$ cat config.mk
export PLATFORM = sky130hd
export DESIGN_NAME = seq_detector_param
export DESIGN_NICKNAME = d
export VERILOG_FILES = /design/src/rtl/seq_detector_param.sv
export SDC_FILE = /design/constraint.sdc
export NUM_CORES = 1
export LEC_CHECK = 0
export CAP_MARGIN = 20
export CELL_PAD_IN_SITES_DETAIL_PLACEMENT = 0
export CELL_PAD_IN_SITES_GLOBAL_PLACEMENT = 1
export CORE_AREA = 3 3 40 42
export DETAILED_ROUTE_END_ITERATION = 10
export DIE_AREA = 0 0 43 45
export PLACE_DENSITY = 0.31
export SETUP_SLACK_MARGIN = 0.15
export SLEW_MARGIN = 5
export SYNTH_ARGS = -nofsm -noshare
export SYNTH_HDL_FRONTEND = slang
export SYNTH_SLANG_ARGS = --single-unit
$ cat constraint.sdc
create_clock -name clk -period 1.1 [get_ports clk]
set_input_delay 0.11 -clock clk [delete_from_list [all_inputs] [get_ports clk]]
set_output_delay 0.11 -clock clk [all_outputs]
set_load 0.03 [all_outputs]
$ cat src/rtl/seq_detector_param.sv
// seq_detector_param: parameterised serial pattern detector (Moore).
// Progress state Sk records how many leading pattern bits are matched by the
// most recent consumed bits; B is high while the full pattern is matched.
// Optional feature: define SEQ_DETECTOR_MATCH_COUNT_EN to add the saturating
// match_count output and its counter; without it clr clears state only.
module seq_detector_param #(
    parameter int               PAT_W   = 3,
    parameter logic [PAT_W-1:0] PATTERN = 3'b101,
    parameter int               CNT_W   = 8
) (
    input  logic             clk,
    input  logic             rst,
    input  logic             clr,
    input  logic             in_valid,
    input  logic             A,
    input  logic             overlap,
    output logic             B
`ifdef SEQ_DETECTOR_MATCH_COUNT_EN
    ,
    output logic [CNT_W-1:0] match_count
`endif
);

    localparam int ST_W = $clog2(PAT_W + 1);

    // Only idle and full-match are named; intermediate progress states are
    // the plain integers 1..PAT_W-1 carried in the same encoding.
    typedef enum logic [ST_W-1:0] {
        S_IDLE = ST_W'(0),
        S_FULL = ST_W'(PAT_W)
    } state_t;

    state_t state_q, state_d;
    int     kCur;
    int     kEff;
    int     kNext;

    // Length of the longest pattern prefix that ends the string formed by the
    // first k pattern bits followed by b. The exact-advance case (k+1 bits all
    // matching) falls out of the same search, as does the overlap restart.
    function automatic int longestBorder(input int k, input logic b);
        logic [31:0] pat;
        logic [31:0] hist;
        logic [31:0] mask;
        logic [31:0] pre;
        int          best;
        pat  = 32'(PATTERN);
        hist = ((pat >> (PAT_W - k)) << 1) | 32'(b);
        best = 0;
        for (int len = 1; len <= PAT_W; len++) begin
            if (len <= k + 1) begin
                mask = (32'd1 << len) - 32'd1;
                pre  = pat >> (PAT_W - len);
                if ((hist & mask) == pre) begin
                    best = len;
                end
            end
        end
        return best;
    endfunction

    // Next progress state: clear wins, illegal encodings recover, idle holds.
    always_comb begin
        state_d = state_q;
        kCur    = int'(state_q);
        kEff    = kCur;
        kNext   = kCur;
        if (clr) begin
            state_d = S_IDLE;
        end else if (kCur > PAT_W) begin
            state_d = S_IDLE;
        end else if (in_valid) begin
            if (kCur == PAT_W && !overlap) begin
                kEff = 0;
            end
            kNext   = longestBorder(kEff, A);
            state_d = state_t'(ST_W'(kNext));
        end
    end

    // Progress state register.
    always_ff @(posedge clk or posedge rst) begin
        if (rst) begin
            state_q <= S_IDLE;
        end else begin
            state_q <= state_d;
        end
    end

    assign B = (state_q == S_FULL);

`ifdef SEQ_DETECTOR_MATCH_COUNT_EN
    logic [CNT_W-1:0] count_q, count_d;

    // Count every consumed bit that lands in the full-match state, saturating.
    always_comb begin
        count_d = count_q;
        if (clr) begin
            count_d = '0;
        end else if (in_valid && kCur <= PAT_W && state_d == S_FULL && count_q != '1) begin
            count_d = count_q + CNT_W'(1);
        end
    end

    // Match counter register.
    always_ff @(posedge clk or posedge rst) begin
        if (rst) begin
            count_q <= '0;
        end else begin
            count_q <= count_d;
        end
    end

    assign match_count = count_q;
`endif

endmodule

# Yosys cells after proc, flatten, opt, wreduce, memory -nomap -nowiden
# Index checks and enable logic that the tools add are counted.
# W data, S select, Z words.
[op_classes]
shifts = 1
magnitude_cmp = 3
addsub = 2
n_reduce_logical = 3
bitwise_logic = 1
n_eq_ne = 4
mux = 11
[ops]
columns = ["cell", "count"]
rows = [
  ["$le A3 B32 Y1 const A", 2],
  ["$mux W32", 2],
  ["$add A32 B2 Y32 const B", 1],
  ["$le A2 B32 Y1 const A", 1],
  ["$shr A3 B32 Y2 const A", 1],
  ["$sub A3 B32 Y32 const A", 1],
  ["$mux W2", 7],
  ["$eq A2 B2 Y1 const B", 2],
  ["$eq A3 B3 Y1 const B", 1],
  ["$or A3 B1 Y3", 1],
  ["$eq A2 B1 Y1 const B", 1],
  ["$mux W1", 2],
  ["$reduce_bool A2 Y1", 1],
  ["$logic_and A1 B1 Y1", 1],
  ["$logic_not A1 Y1", 1],
]
[word_totals]
output_inout_bits = 1
regBits = 2
wordCells = 26
inputBits = 6

# Logic depth before layout (Yosys ltp)
# Gate-level depths: netlist of run 1.
[logic_depth]
word_depth = 16
depth_mapped = 3
depth_no_buf = 3

# Worst setup path after synthesis of run 1
# OpenSTA, ideal clock, no wires.
[synth_path]
path_type = "reg2reg"
start = "register state_q[1]"
end = "register state_q[1]"
path_buffers = 0
t_required_ns = 0.976
setup_slack_ns = 0.188
setup_time_ns = 0.124
arrival_ns = 0.788
synth_period_minus_slack_ns = 0.912
stages_incl_launch_ff = 4
cell_sequence = "dfrtp_1 mux2_1 nand3b_1 a21oi_1"
[synth_via]
elab_chain_cells = 15
elab_cells_between_ends = 19
classes_between = "add/sub: 2; order compare: 2; eq/ne: 3; shift: 1; mux: 9; bitwise: 1; reduce/logical: 1"
[synth_rtl]
columns = ["item", "line", "rtl"]
rows = [
  ["start, declared", "33", "state_t state_q, state_d;"],
  ["start signal, assigned", "86", "state_q <= state_d;"],
  ["$eq A2 B1 Y1", "73", "if (kCur == PAT_W && !overlap) begin"],
  ["$logic_and A1 B1 Y1", "73", ""],
  ["$mux W2 *", "73", ""],
  ["$mux W32 *", "72", "end else if (in_valid) begin"],
  ["$mux W32 *", "68", "if (clr) begin"],
  ["parallel branches: the longest is 7 deep, another holds $add A32 B2 Y32", "n/a", ""],
  ["$mux W2 *", "51", "if (len <= k + 1) begin"],
  ["$mux W2 *", "72", ""],
  ["$mux W2 *", "68", ""],
]
# Mark *: on every way between the ends. The select of a mux whose other input is x is not followed.
# A chain may end at the register's enable or synchronous reset.

# Worst setup path in the final report of run 1
# Ends and elaborated chain as after synthesis.

==> results.json, run 1 <==
{
  "syn_area_um2": 115.1,
  "cts-buffers-inserted": 3,
  "finalPower_mw": 0.2895,
  "drive_gt1_share_pct": 41.67,
  "fin_nets": 32,
  "cellPowerDensity_nw_per_um2": 1151,
  "leakage_nw": 0.1188,
  "regMostFlops": "state_q",
  "gp_congestion": 0.6135,
  "drv_cap": 0,
  "fillCellCount": 146,
  "reg.largest.list": "state_q x2",
  "cp-end-kind": "register",
  "ys_warn_count": 0,
  "cts_tree": "yes",
  "cp_max_fo": 2,
  "wl_per_cell_um": 8.590,
  "cp_slowest_cell": "dfrtp_1",
  "die_area_um2": 1935,
  "synth_seq_cells": 2,
  "fin_ws_ns": 0.05535,
  "slew-limit-headroom_pct": 83.88,
  "start_util_pct": 8.958,
  "syn_to_final_growth_pct": 118.5,
  "critPathArrivalTime_ns": 1.15,
  "cp_slowest_stage_delay_ns": 0.37,
  "crit_chain": "buf_6 > mux2_4 > nand3b_1 > a21oi_2",
  "wirelength_um": 335,
  "cts.sinks": 2,
  "max-clock-path-buffers": 2,
  "largest_reg_flops": 2,
  "io_pins": 7,
  "drcViolationCount": 0,
  "grtUsageTotal_pct": 4.913,
  "core_um2": 1285,
  "rsz0062_at_grt": "true",
  "grt_pass1_vias": 137,
  "fin_worst_skew_ns": 0.0003330,
  "drt_iter0_drc": 2,
  "fin_crit_sh_pct": 94.97,
  "viasPerCell": 3.154,
  "antennaDiodeCount": 0,
  "grt_max_degree": 4,
  "critical_path.top_delay_family": "flip-flops",
  "detail-route-antenna-nets": 0,
  "syn_nets": 18,
  "vias": 123,
  "clk_latency_ns": 0.23,
  "hp-class": "in2async",
  "antenna_found_initial": 0,
  "finalSetupTns_ns": 0,
  "vdd_drop_max_mv": 0.3018,
  "dp_slack_ns": -0.1304,
  "die_y_um": 45,
  "outcome": "complete, no violations",
  "syn_avg_cell_area_um2": 9.593,
  "crit_buf_inv": 1,
  "cts.hold.buffers_added": 0,
  "grt_pass1_wl_um": 565,
  "num_rows": 13,
  "ys_seq_area_share_pct": 43.48,
  "drv_slew": 0,
  "gr-total-overflow": 0,
  "syn_inst": 12,
  "setup_viol": 0,
  "fin_crit_ns": 1.045,
  "clock.fmax_mhz": 957.3,
  "tightest_slew_ns": 0.2393,
  "required_ns": 1.21,
  "die_w_um": 43,
  "io_buffers": 6,
  "htreeDepth": 1,
  "hold_violations": 0,
  "yosys.cell_types.count": 10,
  "path_class": "reg2reg",
  "drtPass1Iterations": 2,
  "clk_pin_slew_ns": 0.03,
  "cts-root-buf": "clkbuf_4",
  "crit_path_start_kind": "register",
  "fin_util_pct": 19.57
}
cell families after synthesis:
| kind of cell | Yosys count | share of synthesized area [%] |
|---|---|---|
| simple gates | 4 | 22.83 |
| compound gates | 2 | 8.687 |
| mux | 2 | 18.48 |
| flops | 2 | 43.48 |
| buf+inv | 2 | 6.524 |
layout make-up:
type / count / area (um^2) / share of cell area, %
Timing Repair Buffer: 9 / 87.58 / 34.83
Multi-Input combinational cell: 8 / 65.06 / 25.87
Sequential cell: 2 / 50.05 / 19.90
Clock buffer: 3 / 22.52 / 8.955
Tap cell: 15 / 18.77 / 7.463
Inverter: 2 / 7.507 / 2.985
layout by cell type, fill, tap and decap left out, types with 2 or more instances in the layout:
| cell | count |
|---|---|
| buf_4 | 2 |
| buf_6 | 2 |
| clkbuf_4 | 3 |
| clkdlybuf4s50_1 | 5 |
| dfrtp_1 | 2 |
| inv_1 | 2 |
metrics by stage:
stage          cells  hold slack, ns  area, um^2
2_1_floorplan     12         -0.1488       115.1
3_3_place_gp      36          0.2716       216.5
3_5_place_dp      36          0.2758       216.5
4_1_cts           39         0.03230       247.7
5_1_grt           39         0.05170       251.5
6_report          39         0.03549       251.5
worst reg2reg max path, stage by stage (launching register included):
cell	delay (ns)
dfrtp_1	0.37
buf_6	0.12
mux2_4	0.29
nand3b_1	0.10
a21oi_2	0.05
repair_timing:
| action | CTS | global route |
|---|---|---|
| resized for setup | 9 | 1 |
| buffers inserted | 0 | 0 |
| pin swaps | 1 | 1 |
| setup endpoints to repair | 2 | 2 |
metal layers:
layer / up-vias / share of wire, % / track usage (%)
li1: 63 / - / -
met5: - / 0 / 0
met2: 9 / 33 / 5.389
met4: 0 / 7.5 / 9.036
met3: 3 / 12 / 2.789
met1: 48 / 47 / 4.578
synthesized netlist by cell type, drive strengths merged:
cell type | n | area share [%]
and2b | 1 | 6.5
o21ai | 1 | 4.3
a21oi | 1 | 4.3
mux2 | 1 | 9.8
and2 | 1 | 6.5
mux2i | 1 | 8.7
dfrtp | 2 | 43
nor2 | 1 | 3.3
inv | 2 | 6.5
nand3b | 1 | 6.5
final timing paths:
check / start / end / slack (ns) / cells past startpoint
min in group clk: clr / state_q[1] / 0.46 / 2
hold reg to reg: state_q[0] / state_q[0] / 0.63 / 3
max in group asynchronous: rst / state_q[0] / 0.95 / 2
hold / removal: rst / state_q[1] / 0.04 / 2
setup reg to reg: state_q[1] / state_q[1] / 0.06 / 4
setup / recovery: state_q[1] / state_q[1] / 0.06 / 4
power breakdown:
part	total, mW	leakage [nW]	switching [mW]	internal [mW]
clock	0.166	0.0138	0.0455	0.121
combinational	0.0448	0.0779	0.0136	0.0312
sequential	0.0786	0.0271	0.00149	0.0771
Note: power is estimated with default switching activity, not from simulation.
==> inputs of run 2 (changes only) <==
--- a/config.mk
+++ b/config.mk
@@ -13,7 +13,6 @@
 export DIE_AREA = 0 0 43 45
 export PLACE_DENSITY = 0.31
 export SETUP_SLACK_MARGIN = 0.15
-export SLEW_MARGIN = 5
 export SYNTH_ARGS = -nofsm -noshare
 export SYNTH_HDL_FRONTEND = slang
 export SYNTH_SLANG_ARGS = --single-unit
==> results of run 2 <==
Final layout, timing and power as in run 1 (identical DEF).
==> inputs of run 3 (changes only) <==
--- a/config.mk
+++ b/config.mk
@@ -5,12 +5,14 @@
 export SDC_FILE = /design/constraint.sdc
 export NUM_CORES = 1
 export LEC_CHECK = 0
+export ABC_CLOCK_PERIOD_IN_PS = 1100
 export CAP_MARGIN = 20
 export CELL_PAD_IN_SITES_DETAIL_PLACEMENT = 0
 export CELL_PAD_IN_SITES_GLOBAL_PLACEMENT = 1
-export CORE_AREA = 3 3 40 42
+export CORE_AREA = 2 2 39 41
 export DETAILED_ROUTE_END_ITERATION = 10
-export DIE_AREA = 0 0 43 45
+export DIE_AREA = 0 0 41 43
+export HOLD_SLACK_MARGIN = 0.15
 export PLACE_DENSITY = 0.31
 export SETUP_SLACK_MARGIN = 0.15
 export SYNTH_ARGS = -nofsm -noshare
==> run 3 against run 2 <==
Compared with the run above:
- non-clock buffer count grew 1
- setup slack got worse by 0.024 ns
- register-to-register slack got worse by 0.02 ns
- clock-buffer cell count unchanged
- highest routed layer is now met3
==> results.json, run 3 (synthesis gave the netlist of run 1 again) <==
{
  "outcome": "complete, no violations",
  "cts.sinks": 2,
  "grt_pass1_wl_um": 565,
  "cts-buffers-inserted": 3,
  "finalPower_mw": 0.2869,
  "wirelength_met1_um": 135,
  "maxUsedRoutingLayer": "met3",
  "cts_setup_buffers": 0,
  "clock.fmax_mhz": 936.0,
  "gr-total-overflow": 0,
  "fin_util_pct": 18.99,
  "wirelength_um": 339,
  "cellPowerDensity_nw_per_um2": 1092,
  "hold_violations": 0,
  "cts-root-buf": "clkbuf_4",
  "drcViolationCount": 0,
  "core_um2": 1384,
  "viasPerCell": 3.098,
  "critPathArrivalTime_ns": 1.16,
  "drive_gt1_share_pct": 40.00,
  "fin_worst_skew_ns": 0.002304,
  "htreeDepth": 1,
  "crit_path_start_kind": "register",
  "largest_reg_flops": 2,
  "regMostFlops": "state_q",
  "multi_input_area_um2": 65.06,
  "path_class": "reg2reg",
  "grt_pass1_vias": 155,
  "wl_per_cell_um": 8.268,
  "fin_crit_sh_pct": 97.12,
  "drt_iter0_drc": 0,
  "drv_slew": 0,
  "setup_viol": 0,
  "met2_length_um": 150,
  "die_y_um": 43,
  "reg.largest.list": "state_q x2",
  "cts_tree": "yes",
  "vias": 127,
  "fin_nets": 33,
  "grtUsageTotal_pct": 5.723,
  "final_common_cell": "clkdlybuf4s50_1",
  "rsz0062_at_grt": "true",
  "cp-end-kind": "register",
  "num_rows": 14,
  "io_buffers": 6,
  "vdd_drop_max_mv": 0.4258,
  "io_pins": 7,
  "r2r_slack_ns": 0.03,
  "dp_cells": 37,
  "gp_congestion": 0.5769,
  "tightest_slew_ns": 0.1584,
  "slew-limit-headroom_pct": 89.37,
  "syn_to_final_growth_pct": 128.3,
  "fillCellCount": 151,
  "register_area_um2": 50.05,
  "finalSetupTns_ns": 0,
  "detail-route-antenna-nets": 0,
  "placed_cell_area_um2": 217.7,
  "grt_max_degree": 4,
  "wl_met3_um": 53,
  "required_ns": 1.20,
  "final-instance-count-excl-fill": 41,
  "die_w_um": 41,
  "hp-class": "in2reg",
  "antennaDiodeCount": 0,
  "final_cell_mix": "clkdlybuf4s50_1, clkbuf_4",
  "clk_latency_ns": 0.22,
  "place_hpwl_um": 242.5,
  "final_cell_area_um2": 262.8,
  "drv_cap": 0,
  "clk_pin_slew_ns": 0.03,
  "max-clock-path-buffers": 2,
  "antenna_found_initial": 0,
  "cp_max_fo": 2,
  "drtPass1Iterations": 1,
  "leakage_nw": 0.1229,
  "fin_crit_ns": 1.068,
  "die_area_um2": 1763,
  "start_util_pct": 8.318
}
## run 3: cell count changes in the layout (fill, tap and decap cells not counted), sizes merged
cell         delta
dlygate4sd3     +1
## run 3: stage by stage
stage	setup WS [ns]	hold WS, ns
after floorplan	0.1884	-0.1488
after global placement	-0.1348	0.2670
after detailed placement	-0.1337	0.2689
after CTS	0.01921	0.4738
after global routing	-0.007537	0.4880
final	0.03166	0.4875
## run 3: worst paths after layout
kind,from,depth (start not counted),end
worst max-delay path,state_q[1],4,state_q[1]
min in group asynchronous,rst,3,state_q[0]
worst max register to register,state_q[1],4,state_q[1]
max in group asynchronous,rst,3,state_q[1]
worst min-delay path,clr,2,state_q[1]
worst min register to register,state_q[0],3,state_q[0]
## run 3: layout make-up
class	count	share of cell area (%)
sequential	2	19.05
multi-input combinational	8	24.76
timing repair buffer	10	37.14
inverter	2	2.857
clock buffer	3	8.571
tap	16	7.619
## run 3: worst max-delay path: stages (launching register included)
cell	delay [ns]
dfrtp_1	0.37
buf_6	0.12
mux2_4	0.29
nand3b_1	0.10
a21oi_2	0.07
## run 3: repair_timing
item / CTS / global route
setup endpoints to repair: 2 / 2
hold buffers: 1 / 0
hold endpoints to repair: 2 / 0
pin swaps: 1 / 2
gates resized for setup: 8 / 4
## run 3: routing by layer
| metal | vias to the layer above | GRT usage [%] |
|---|---|---|
| li1 | 66 | - |
| met2 | 7 | 6.563 |
| met4 | 0 | 8.000 |
| met1 | 54 | 5.466 |
| met5 | - | 0 |
| met3 | 0 | 3.665 |
## run 3: power breakdown
group,switching [mW],internal (mW)
Clock,0.0398,0.120
Sequential,0.00140,0.0771
Combinational,0.0148,0.0336
